## config.mk

```make
export PLATFORM = sky130hd
export DESIGN_NAME = control_unit
export DESIGN_NICKNAME = d
export VERILOG_FILES = /design/src/rtl/control_unit.sv
export SDC_FILE = /design/constraint.sdc
export NUM_CORES = 1
export LEC_CHECK = 0
export CELL_PAD_IN_SITES_DETAIL_PLACEMENT = 1
export CELL_PAD_IN_SITES_GLOBAL_PLACEMENT = 2
export CORE_MARGIN = 3
export CORE_UTILIZATION = 17
export DETAILED_ROUTE_END_ITERATION = 10
export GPL_ROUTABILITY_DRIVEN = 0
export GPL_TIMING_DRIVEN = 0
export PLACE_DENSITY = 0.86
export SYNTH_ARGS = -nofsm -noshare
export SYNTH_HDL_FRONTEND = slang
export SYNTH_SLANG_ARGS = --single-unit
export TNS_END_PERCENT = 1
```

## constraint.sdc

```tcl
create_clock -name clk -period 1.7 [get_ports clk]
set_clock_uncertainty 0.05 [all_clocks]
set_input_delay 0.17 -clock clk [delete_from_list [all_inputs] [get_ports clk]]
set_output_delay 0.17 -clock clk [all_outputs]
set_load 0.1 [all_outputs]
```

## src/rtl/control_unit.sv

```systemverilog
// rtl/control_unit.sv - instruction decoder, condition check and stored NZCV flags
module control_unit (
  input  logic        clk,
  input  logic        reset,
  input  logic [31:0] Instr,
  input  logic [3:0]  ALUFlags,
  output logic        PCSrc,
  output logic        RegWrite,
  output logic        MemWrite,
  output logic        MemtoReg,
  output logic        ALUSrc,
  output logic [1:0]  ImmSrc,
  output logic [1:0]  RegSrc,
  output logic [2:0]  ALUControl,
  output logic [3:0]  Flags
);

  logic [3:0] cond;
  logic [1:0] op;
  logic       imm_bit;
  logic [3:0] cmd;
  logic       s_bit;
  logic [3:0] rd;
  logic [1:0] shift_type;

  assign cond       = Instr[31:28];
  assign op         = Instr[27:26];
  assign imm_bit    = Instr[25];
  assign cmd        = Instr[24:21];
  assign s_bit      = Instr[20];
  assign rd         = Instr[15:12];
  assign shift_type = Instr[6:5];

  // Operand-register and shift-amount fields belong to the datapath, not the decoder.
  logic unused_bits;
  assign unused_bits = ^{Instr[19:16], Instr[11:7], Instr[4:0]};

  logic       branch;
  logic       reg_w;
  logic       mem_w;
  logic       alu_op;
  logic [1:0] flag_w;

  always_comb begin
    branch     = 1'b0;
    reg_w      = 1'b0;
    mem_w      = 1'b0;
    alu_op     = 1'b0;
    MemtoReg   = 1'b0;
    ALUSrc     = 1'b0;
    ImmSrc     = 2'b00;
    RegSrc     = 2'b00;
    ALUControl = 3'b000;
    flag_w     = 2'b00;

    case (op)
      2'b00: begin
        reg_w  = 1'b1;
        ALUSrc = imm_bit;
        alu_op = 1'b1;
      end
      2'b01: begin
        ALUSrc = 1'b1;
        ImmSrc = 2'b01;
        if (s_bit) begin
          reg_w    = 1'b1;
          MemtoReg = 1'b1;
        end else begin
          mem_w  = 1'b1;
          RegSrc = 2'b10;
        end
      end
      2'b10: begin
        branch = 1'b1;
        ALUSrc = 1'b1;
        ImmSrc = 2'b10;
        RegSrc = 2'b01;
      end
      default: ;
    endcase

    if (alu_op) begin
      case (cmd)
        4'b0100: begin
          ALUControl = 3'b000;
          flag_w     = s_bit ? 2'b11 : 2'b00;
        end
        4'b0010: begin
          ALUControl = 3'b001;
          flag_w     = s_bit ? 2'b11 : 2'b00;
        end
        4'b0000: begin
          ALUControl = 3'b010;
          flag_w     = s_bit ? 2'b10 : 2'b00;
        end
        4'b1100: begin
          ALUControl = 3'b011;
          flag_w     = s_bit ? 2'b10 : 2'b00;
        end
        4'b1010: begin
          // Compare only sets flags; it never writes a register.
          ALUControl = 3'b001;
          flag_w     = 2'b11;
          reg_w      = 1'b0;
        end
        4'b1101: begin
          flag_w = s_bit ? 2'b10 : 2'b00;
          if (imm_bit) begin
            ALUControl = 3'b100;
          end else begin
            case (shift_type)
              2'b00:   ALUControl = 3'b101;
              2'b01:   ALUControl = 3'b110;
              2'b10:   ALUControl = 3'b111;
              default: ALUControl = 3'b100;
            endcase
          end
        end
        default: reg_w = 1'b0;
      endcase
    end
  end

  logic flag_n, flag_z, flag_c, flag_v;
  logic cond_ex;

  assign {flag_n, flag_z, flag_c, flag_v} = Flags;

  always_comb begin
    cond_ex = 1'b0;
    case (cond)
      4'b0000: cond_ex = flag_z;
      4'b0001: cond_ex = ~flag_z;
      4'b0010: cond_ex = flag_c;
      4'b0011: cond_ex = ~flag_c;
      4'b0100: cond_ex = flag_n;
      4'b0101: cond_ex = ~flag_n;
      4'b0110: cond_ex = flag_v;
      4'b0111: cond_ex = ~flag_v;
      4'b1000: cond_ex = flag_c & ~flag_z;
      4'b1001: cond_ex = ~flag_c | flag_z;
      4'b1010: cond_ex = (flag_n == flag_v);
      4'b1011: cond_ex = (flag_n != flag_v);
      4'b1100: cond_ex = ~flag_z & (flag_n == flag_v);
      4'b1101: cond_ex = flag_z | (flag_n != flag_v);
      4'b1110: cond_ex = 1'b1;
      default: cond_ex = 1'b0;
    endcase
  end

  logic pcs;
  assign pcs = branch | (reg_w & (rd == 4'b1111));

  assign PCSrc    = pcs   & cond_ex & ~reset;
  assign RegWrite = reg_w & cond_ex & ~reset;
  assign MemWrite = mem_w & cond_ex & ~reset;

  always_ff @(posedge clk) begin
    if (reset) begin
      Flags <= 4'b0000;
    end else begin
      if (flag_w[1] & cond_ex) Flags[3:2] <= ALUFlags[3:2];
      if (flag_w[0] & cond_ex) Flags[1:0] <= ALUFlags[1:0];
    end
  end

endmodule

```

Word-level counts from Yosys, hierarchy flattened:

Cells that the tools add are included.

* bits of input ports: 38
* output and inout bits: 16
* word-level logic and storage cells: 78
* flip-flop bits (word level): 4

* equal/unequal tests: 26
* reduce and logical (&&, ||, !) cells: 9
* muxes and demuxes: 22
* bitwise operators: 19

Operators by type and width (count)
* $eq 4x4->1 const B: 11
* $eq 4x3->1 const B: 5
* $pmux 1 s15: 1
* $eq 4x2->1 const B: 3
* $pmux 2 s3: 2
* $pmux 3 s4: 1
* $and 1x1->1: 11
* $mux 2: 5
* $logic_not 4->1: 2
* $mux 1: 8
* $pmux 2 s2: 2
* $reduce_or 2->1: 3
* $not 1->1: 5
* $reduce_or 5->1: 1
* $eq 2x1->1 const B: 2
* $eq 2x2->1 const B: 2
* $eq 4x1->1 const B: 1
* $logic_not 2->1: 2
* $pmux 1 s2: 2
* $mux 3: 1
* $or 1x1->1: 3
* $reduce_or 3->1: 1
* $eq 1x1->1: 1
* $ne 1x1->1: 1

Depth between registers and ports, before layout:

* word-level depth: 8
* gate-level depth with buffers: 7

Worst setup path after synthesis:

No wires, ideal clock.

* path kind: reg2out
* from: reg Flags[3]
* to: out RegWrite
* slack: -2.242 ns
* arrival time: 3.722 ns
* required time: 1.480 ns
* cell stages (with the launch flop): 6
* cells stage by stage: dfxtp_1 > xnor2_1 > and4b_1 > o32ai_2 > a211oi_2 > nor3_1

* longest elaborated chain between the ends: 5

Ends and longest elaborated chain
* start: declaration: RTL line 15 `output logic [3:0] Flags`
* start signal: assignment: RTL line 162 `if (flag_w[1] & cond_ex) Flags[3:2] <= ALUFlags[3:2];`
* $ne 1x1->1 or $eq 1x1->1 (tied branches)
* $or 1x1->1 or $and 1x1->1 (tied branches): RTL line 145, 144
* $pmux 1 s15 (*): RTL line 131 `case (cond)`
* $and 1x1->1 (*) (2 in series): RTL line 155 `assign RegWrite = reg_w & cond_ex & ~reset;`
* end: declaration: RTL line 8 `output logic RegWrite,`

Mark *: on every way between the ends. The rest lies on a longest branch, timed or not.

Worst setup path after layout:

* from: reg Flags[2]
* to: out MemWrite

* longest elaborated chain between the ends: 5

Ends and longest elaborated chain
* $not 1->1: RTL line 133, 140, 144
* $and 1x1->1 (on tied branches): RTL line 144, 140
* $pmux 1 s15 (*): RTL line 131
* $and 1x1->1 (*) (2 in series): RTL line 156 `assign MemWrite = mem_w & cond_ex & ~reset;`
* end: declaration: RTL line 9 `output logic MemWrite,`

Marks and branches as above.

==> qor.txt <==
Die span in x - 73.50 um
Max_cap viols - 0
Largest net degree at the start of global routing - 11
Dominant synthesized flop cell - dfxtp_1
Asr flop ratio synth - 0%
Syn nets - 148
Min Hold Slack - 0.4475 ns
First-pass GRT wire length - 4.478 mm
Violated checks - negative setup slack
GRT overflow - 0
Peak supply drop - 0.0001573 V
Fin crit share - 118.2%
Initial antenna violation count - 0
Slew @ Worst Pin - 0.9516 ns
Register bit total from synthesis - 4
Final WS setup - -0.3098 ns
Fmax - 0.4976 GHz
WS Path Type - reg2out
H-tree levels - 1
Initial Util - 18.43%
PwrDens - 433.9 mW/mm^2
Final min period - 2.010 ns
Synthesis Warnings - 0
EDFF count, synth - 0
CP Capture Type - output port
Hold_buf cts - 0
Area grow syn2layout - 82.07%
Residual DRC - 0
Longest Clk Path Bufs - 2
Final Max Tran Viols - 0
Synth Instances - 102
Total Nets Final - 191
Synth area leader - ha_1
Post-Syn Area - 774.5 um^2
CTS sink cnt - 4
Synth top area share - 12.92%
Pre-CTS setup slack - -1.555 ns
Vias in the first global route - 996
CTS tree - built
Hold Violations, Final - 0
Num CTS Buffers - 3
Worst relative slew slack - 36.81%
Reg clk slew, reported paths - 0.03 ns
Via count - 902
Synthesized area per cell - 7.593 um^2
Most common cell after layout, fill and taps aside - clkdlybuf4s50_1
Fin Setup TNS - -1.798 ns
Yosys cell types - 44
Core ar. - 0.004202 mm^2
First DRT Iteration DRCs - 19
Clock latency on the worst-skew pair - 0.21 ns
WP data required - 1.48 ns
Final setup viols - 9
Clock root cell - clkbuf_8
RSZ-0062 raised after global routing - true
Most frequent cells in the layout - clkdlybuf4s50_1, nand2b_1, nor2_1, ha_1
GRT Total Usage - 10.48%
Number of routed nets with antenna violations - 0
Layout cells sized above 1 - 34.97%
Largest cells by area after synthesis - ha_1, dfxtp_1, nand2b_1
CP Data Arrival Time - 1.79 ns
Port bufs - 35
Biggest regs - Flags x4
Num rows - 23
Die Footprint - 0.005402 mm^2
LEAKAGE - 0.5824 nW
Routed vias/inst - 4.674
WL per Instance - 14.13 um
CP max FO - 6
# diodes - 0
DRT Wirelength - 2.727 mm
Final Core Density - 33.56%
First-pass DRT Iterations - 2
Status - finished with violations
Worst Setup Start Kind - flop
HPWL after DPL - 2.077 mm
Post-synthesis sequential area ratio - 10.34%
HP Class - in2reg
Io pins - 54
Reg with most FFs - Flags
Largest register FFs - 4
Die Ht - 73.50 um
==> final cells by class <==
| class | count | area [um^2] |
|---|---|---|
| multi-input combinational | 88 | 754.5 |
| timing repair buffer | 38 | 405.4 |
| fill | 491 | 2791 |
| inverter | 5 | 18.77 |
| tap | 50 | 62.56 |
| clock buffer | 3 | 41.29 |
| buffer | 5 | 32.53 |
| sequential | 4 | 95.09 |
==> metrics by stage <==
stage / power (W) / instances / instance area (um^2)
after floorplan: 0.0002794 / 102 / 807.0
after global placement: 0.0003717 / 187 / 1220
after detailed placement: 0.0003809 / 187 / 1220
after CTS: 0.0006128 / 192 / 1379
after global routing: 0.0006517 / 193 / 1410
final: 0.0006118 / 193 / 1410
==> power breakdown <==
group / total, W / switching (W) / internal, W
Combinational: 0.000329 / 0.000202 / 0.000127
Sequential: 0.0000902 / 0.00000103 / 0.0000891
Clock: 0.000193 / 0.0000427 / 0.000150
==> repair_timing <==
item,CTS,global route
cloned,0,0
pin swaps,5,3
endpoints found under the setup margin,20,14
setup buffers,2,1
resized for setup,94,16
==> final timing paths <==
| check | start | to | slack, ns | cells past startpoint |
|---|---|---|---|---|
| max | Flags[2]$_SDFFE_PP0P_ | MemWrite | -0.31 | 7 |
| min | reset | Flags[1]$_SDFFE_PP0P_ | 0.45 | 3 |
| min reg2reg | Flags[1]$_SDFFE_PP0P_ | Flags[1]$_SDFFE_PP0P_ | 0.47 | 2 |
| max reg2reg | Flags[1]$_SDFFE_PP0P_ | Flags[0]$_SDFFE_PP0P_ | -0.23 | 8 |
==> metal layers <==
| metal | vias to the layer above | share of wire, % | track usage, % |
|---|---|---|---|
| li1 | 444 | - | - |
| met1 | 432 | 39 | 11.08 |
| met2 | 24 | 55 | 19.98 |
| met3 | 2 | 4.9 | 1.505 |
| met4 | 0 | 0.92 | 4.829 |
| met5 | - | 0 | 0 |
==> cell usage after synthesis, types with 3 or more instances <==
cell type	n
a21oi_1	7
o21ai_0	4
ha_1	8
and2_1	3
nand2_1	5
nor2b_1	3
inv_1	5
nand2b_1	11
dfxtp_1	4
mux2i_1	5
nor2_1	10
==> critical path, cell delays in order, from the launching register on <==
cell and delay (ns):
dfxtp_4 0.35, mux2_4 0.28, a21oi_4 0.12, nand3_2 0.10, a211oi_4 0.31, nor2_2 0.09, and2_4 0.16, buf_12 0.16
==> cell families after synthesis <==
| logic type | share of synthesized area (%) |
|---|---|
| AO/OA/AOI/OAI | 24.23 |
| XOR/XNOR | 2.262 |
| multiplexers | 8.400 |
| flip-flops | 10.34 |
| adder cells (fa/ha/maj) | 12.92 |
| AND/OR/NAND/NOR | 35.22 |
| buffers and inverters | 6.622 |
Power figures use the tool's default switching activity.
